### src/rtl/hex_out_pkg.sv
// Shared constants and types for the six-digit hex display driver.
package hex_out_pkg;

  localparam int NUM_DIGITS = 6;

  // All segments dark (active-low).
  localparam logic [6:0] SEG_OFF = 7'h7F;

  // Active-low {g,f,e,d,c,b,a} patterns, entry 15 (F) first, entry 0 last.
  localparam logic [15:0][6:0] SEG_TABLE = {
    7'h0E, 7'h06, 7'h21, 7'h46,   // F E d C
    7'h03, 7'h08, 7'h10, 7'h00,   // b A 9 8
    7'h78, 7'h02, 7'h12, 7'h19,   // 7 6 5 4
    7'h30, 7'h24, 7'h79, 7'h40    // 3 2 1 0
  };

  // Blink phase: visible is the reset / idle phase.
  typedef enum logic {
    PHASE_VISIBLE = 1'b0,
    PHASE_HIDDEN  = 1'b1
  } blink_phase_e;

endpackage

### src/rtl/hex_out_seg7_dec.sv
// Combinational hex digit to active-low seven-segment decoder.
module seg7_dec
  import hex_out_pkg::*;
(
  input  logic [3:0] digit,
  output logic [6:0] seg
);

  assign seg = SEG_TABLE[digit];

endmodule

### src/rtl/hex_out.sv
// Six-digit hex display driver: buffered writes committed on a refresh
// tick, optional leading-zero blanking and blinking, registered outputs.
//
// Write handshake: WE is a one-cycle strobe with no back-pressure; WDATA is
// captured on every edge where WE=1 and the last write before a tick wins.
// BUSY is high while a captured value waits for the next tick. ACK pulses
// for one cycle right after the tick that moves it onto the display.
module hex_out
  import hex_out_pkg::*;
#(
  parameter int TICK_DIV    = 1250000,
  parameter int BLINK_TICKS = 20
) (
  input  logic        CLK,
  input  logic        RST,
  input  logic        WE,
  input  logic [23:0] WDATA,
  input  logic        BLANKZ,
  input  logic        BLINK,
  output logic        BUSY,
  output logic        ACK,
  output logic [6:0]  HEX0,
  output logic [6:0]  HEX1,
  output logic [6:0]  HEX2,
  output logic [6:0]  HEX3,
  output logic [6:0]  HEX4,
  output logic [6:0]  HEX5
);

  localparam int PW = $clog2(TICK_DIV);

  logic [PW-1:0]   presc_q;
  logic            tick;
  logic [23:0]     pend_q;
  logic            pend_valid_q;
  logic [23:0]     disp_q;
  logic            ack_q;
  logic [7:0]      blink_cnt_q;
  blink_phase_e    phase_q;
  logic            out_live_q;
  logic            commit;
  logic [5:0]      blank;
  logic [6:0]      seg [NUM_DIGITS];
  logic [6:0]      hex_q [NUM_DIGITS];

  assign tick   = (presc_q == PW'(TICK_DIV - 1));
  assign commit = tick && pend_valid_q;

  // Refresh prescaler: free-running 0..TICK_DIV-1.
  always_ff @(posedge CLK or negedge RST) begin
    if (!RST) begin
      presc_q <= '0;
    end else if (tick) begin
      presc_q <= '0;
    end else begin
      presc_q <= presc_q + PW'(1);
    end
  end

  // Pending write buffer; a write on the commit tick re-arms it.
  always_ff @(posedge CLK or negedge RST) begin
    if (!RST) begin
      pend_q       <= '0;
      pend_valid_q <= 1'b0;
    end else if (WE) begin
      pend_q       <= WDATA;
      pend_valid_q <= 1'b1;
    end else if (commit) begin
      pend_valid_q <= 1'b0;
    end
  end

  // Display register and the commit acknowledge pulse.
  always_ff @(posedge CLK or negedge RST) begin
    if (!RST) begin
      disp_q <= '0;
      ack_q  <= 1'b0;
    end else begin
      ack_q <= commit;
      if (commit) begin
        disp_q <= pend_q;
      end
    end
  end

  // Blink timing: count ticks, flip phase on wrap, park when disabled.
  always_ff @(posedge CLK or negedge RST) begin
    if (!RST) begin
      blink_cnt_q <= '0;
      phase_q     <= PHASE_VISIBLE;
    end else if (!BLINK) begin
      blink_cnt_q <= '0;
      phase_q     <= PHASE_VISIBLE;
    end else if (tick) begin
      if (blink_cnt_q == 8'(BLINK_TICKS - 1)) begin
        blink_cnt_q <= '0;
        phase_q     <= (phase_q == PHASE_VISIBLE) ? PHASE_HIDDEN : PHASE_VISIBLE;
      end else begin
        blink_cnt_q <= blink_cnt_q + 8'd1;
      end
    end
  end

  // Output enable: keeps the outputs dark for the first edge after reset.
  always_ff @(posedge CLK or negedge RST) begin
    if (!RST) begin
      out_live_q <= 1'b0;
    end else begin
      out_live_q <= 1'b1;
    end
  end

  // Leading-zero blanking: walk down from digit 5 while digits stay zero.
  always_comb begin
    logic run_zero;
    blank    = '0;
    run_zero = 1'b1;
    for (int n = NUM_DIGITS - 1; n >= 1; n--) begin
      run_zero = run_zero && (disp_q[4*n +: 4] == 4'h0);
      blank[n] = BLANKZ && run_zero;
    end
  end

  for (genvar g = 0; g < NUM_DIGITS; g++) begin : g_dec
    seg7_dec u_dec (
      .digit (disp_q[4*g +: 4]),
      .seg   (seg[g])
    );
  end

  // Registered segment outputs with blink and blanking applied.
  always_ff @(posedge CLK or negedge RST) begin
    if (!RST) begin
      for (int n = 0; n < NUM_DIGITS; n++) begin
        hex_q[n] <= SEG_OFF;
      end
    end else begin
      for (int n = 0; n < NUM_DIGITS; n++) begin
        if (!out_live_q || (BLINK && (phase_q == PHASE_HIDDEN)) || blank[n]) begin
          hex_q[n] <= SEG_OFF;
        end else begin
          hex_q[n] <= seg[n];
        end
      end
    end
  end

  assign BUSY = pend_valid_q;
  assign ACK  = ack_q;
  assign HEX0 = hex_q[0];
  assign HEX1 = hex_q[1];
  assign HEX2 = hex_q[2];
  assign HEX3 = hex_q[3];
  assign HEX4 = hex_q[4];
  assign HEX5 = hex_q[5];

endmodule
### config.mk
export PLATFORM = sky130hd
export DESIGN_NAME = hex_out
export DESIGN_NICKNAME = d
export VERILOG_FILES = /design/src/rtl/hex_out_pkg.sv /design/src/rtl/hex_out_seg7_dec.sv /design/src/rtl/hex_out.sv
export SDC_FILE = /design/constraint.sdc
export NUM_CORES = 1
export LEC_CHECK = 0
export CAP_MARGIN = 20
export CORE_ASPECT_RATIO = 0.5
export CORE_MARGIN = 1
export CORE_UTILIZATION = 40
export CTS_CLUSTER_DIAMETER = 100
export DETAILED_ROUTE_END_ITERATION = 7
export HOLD_SLACK_MARGIN = 0.12
export PLACE_DENSITY = 0.74
export SETUP_SLACK_MARGIN = 0.2
export SYNTH_ARGS = -nofsm -noshare
export SYNTH_HDL_FRONTEND = slang
export SYNTH_SLANG_ARGS = --single-unit
### constraint.sdc
create_clock -name CLK -period 1.8 [get_ports CLK]
set_input_delay 0.54 -clock CLK [delete_from_list [all_inputs] [get_ports CLK]]
set_output_delay 0.54 -clock CLK [all_outputs]
set_load 0.01 [all_outputs]
==> impl_metrics.ini <==
[timing]
rsz0062_at_grt = yes
fmax_mhz = 507
finalWorstSetupSlack_ns = -0.171
holdWs_ns = 0.499
hold_viol_final = 0
slew_viol_final = 0
setup_violations = 33
fin_crit_sh_pct = 110
tns_ns = -4.20
skew_ns = 0.0142
period_needed_ns = 1.97

[logic_synthesis]
synth.mux.area_fraction_pct = 12.1
synthFlopType = dfrtp_1
yosysWarnings = 0
synth-edff-count = 0
postSynthAreaPerCell_sq_um = 11.6
yosysUniqueCellTypes = 53
ys_seq_area_share_pct = 51.0
synth_compound_area_share_pct = 10.9
ys_ff_latch = 123
synth_xor_area_share_pct = 2.28
synth_area_sq_um = 6140
synthSimpleGateAreaFrac_pct = 13.7
synth_nets = 593
synth_top_family_by_area = simple AND/OR/NAND/NOR gates
syn_inst = 531
async_flop_share_pct = 100
synthAdderAreaFrac_pct = 6.72

[grt]
overflow = 0
grt_pass1_wl_um = 22500
grt_pass1_vias = 4579
grt_usage_pct = 18.3
grt_max_degree = 43
antenna_found_initial = 0

[place]
place.port_buffers = 72
place_congestion = 0.852
place_area_sq_um = 7560
dpl.hpwl_um = 9110

[hold_path]
hp-class = reg -> reg
min_to = disp_q[16]
min_from = pend_q[16]
min_path_cells = 1

[outcome]
violations = setup timing
status = complete, but fails checks

[drt]
vias = 4623
drc = 0
ant_nets = 0
wl_per_cell_um = 15.9
first_pass_iters = 4
routed_wl_um = 14000
drt_iter0_markers = 352
avgViaCountPerCell = 5.24

[clock_network]
cts.sinks = 123
clkSlewWorstSetupHoldPaths_ns = 0.06
clk_latency_ns = 0.41
h-tree-depth = 4
cts_tree = yes
root_buffer = clkbuf_16
clk_path_buf_depth = 2
cts_buffers = 17

[critical_path]
crit_fanout = 24
cp_slowest_cell = or4_4
worstPathCellList = or4_4 > nor4_4 > nand3_4 > buf_12 > mux2_4
cpPeakStageDelay_ns = 0.56
crit_required_ns = 2.09
cp-start-kind = flip-flop
critPathTopFamily = simple AND/OR/NAND/NOR gates
crit_type = reg -> reg
r2r_start = presc_q[8]
r2r_end = disp_q[10]
cp_num_buf_inv = 1
endpoint_kind = flip-flop
reg2regPathDepth = 5
rrSetupSlack_ns = -0.17
crit_arrival_ns = 2.26

[finish]
fin_area_sq_um = 8740
layout.nets = 733
layout_common_cells = 80 x dfrtp_1, 55 x buf_4, 50 x buf_6
area_growth_syn_to_layout_pct = 42.2
diodes = 0
register_area_sq_um = 3130
multiInputGateArea_sq_um = 3260
final.fill_count = 1105
final_layout_size_suffix_gt1_share_pct = 44.6
final_common_cell = dfrtp_1

[floorplanning]
core_area_sq_um = 14700
die_area_sq_um = 15900
io_pins = 73
initial_core_util_pct = 41.7
fp-row-count = 31
fp.dieW_um = 177
chipHeight_um = 89.6

[power_and_ir_drop]
power.density_nw_per_um2 = 784
p_leak_nw = 3.67
ir_drop_v = 0.000681

[flow_run]
maxCapViolCount = 0
## cell families after synthesis
family / after synthesis
simple gates: 155
xor+xnor: 16
mux: 59
flops: 123
other cells: 1
compound gates: 95
buf+inv: 49
fa+ha+maj: 33
## through the flow
stage          util [%]  setup WS [ns]  total power [W]  instances
2_1_floorplan         -        -0.0749          0.00311        531
3_3_place_gp       51.3         -0.357          0.00337        835
3_5_place_dp       51.3         -0.396          0.00339        835
4_1_cts            56.1         -0.161          0.00687        875
5_1_grt            59.3         -0.212          0.00709        882
6_report           59.3         -0.171          0.00685        882
## layer usage
layer	vias up	part of all wire, %	GRT usage (%)
li1	2200	-	-
met1	2325	44	22.2
met2	80	52	32.8
met3	18	2.8	3.83
met4	0	1.5	6.58
met5	-	0	0
## worst max-delay path by stage
stage	start	to	slack, ns	cells after the start
after floorplan	presc_q[14]	disp_q[10]	-0.07	5
after global placement	BLINK	HEX4[4]	-0.36	5
after detailed placement	BLANKZ	HEX2[5]	-0.40	6
after CTS	presc_q[8]	disp_q[14]	-0.16	5
after global routing	presc_q[8]	disp_q[10]	-0.21	5
final	presc_q[8]	disp_q[10]	-0.17	5
## registers in the layout (all words and copies together), names as in the netlist
register	count
ACK	1
presc_q	21
blink_cnt_q	8
HEX0	7
HEX2	7
phase_q	1
HEX3	7
disp_q	24
HEX4	7
HEX1	7
pend_q	24
HEX5	7
BUSY	1
out_live_q	1
## report_power, final
part	internal [W]	leakage [nW]	switching (W)
clock network	0.00231	0.304	0.00117
registers	0.00290	1.50	0.0000531
logic	0.000237	1.87	0.000181
## synth_stat cells, types with 7 or more instances
cell      count  share of area [%]
nand2b_1     14                1.4
nand3_1      15                1.2
xnor2_1      11                1.6
clkbuf_1     17                1.0
dfrtp_1      81                 33
and3_1        7               0.71
inv_1        26                1.6
mux2i_1       8                1.3
o311ai_0     15                2.1
dfstp_2      42                 18
ha_1         33                6.7
and2_1        7               0.71
a21oi_1       8               0.65
o21ai_0      18                1.5
nand2_1      40                2.4
mux2_4       20                4.9
mux2_2       30                5.5
nand4_1       9               0.92
nor2_1       26                1.6
o211ai_1     27                3.3
## what timing repair did
item                       CTS  global route
setup endpoints to repair  127           116
resized for setup          232            81
pin swaps                   21            28
hold endpoints to repair    15             0
cloned                       0             0
hold buffers                 1             0
setup buffers                7             7
## layout make-up
| type | instances | share of cell area [%] |
|---|---|---|
| Inverter | 26 | 1.12 |
| Sequential cell | 123 | 35.8 |
| Tap cell | 198 | 2.84 |
| Clock inverter | 8 | 1.32 |
| Multi-Input combinational cell | 359 | 37.3 |
| Clock buffer | 24 | 5.63 |
| Timing Repair Buffer | 144 | 16.0 |
Power figures use the tool's default switching activity.
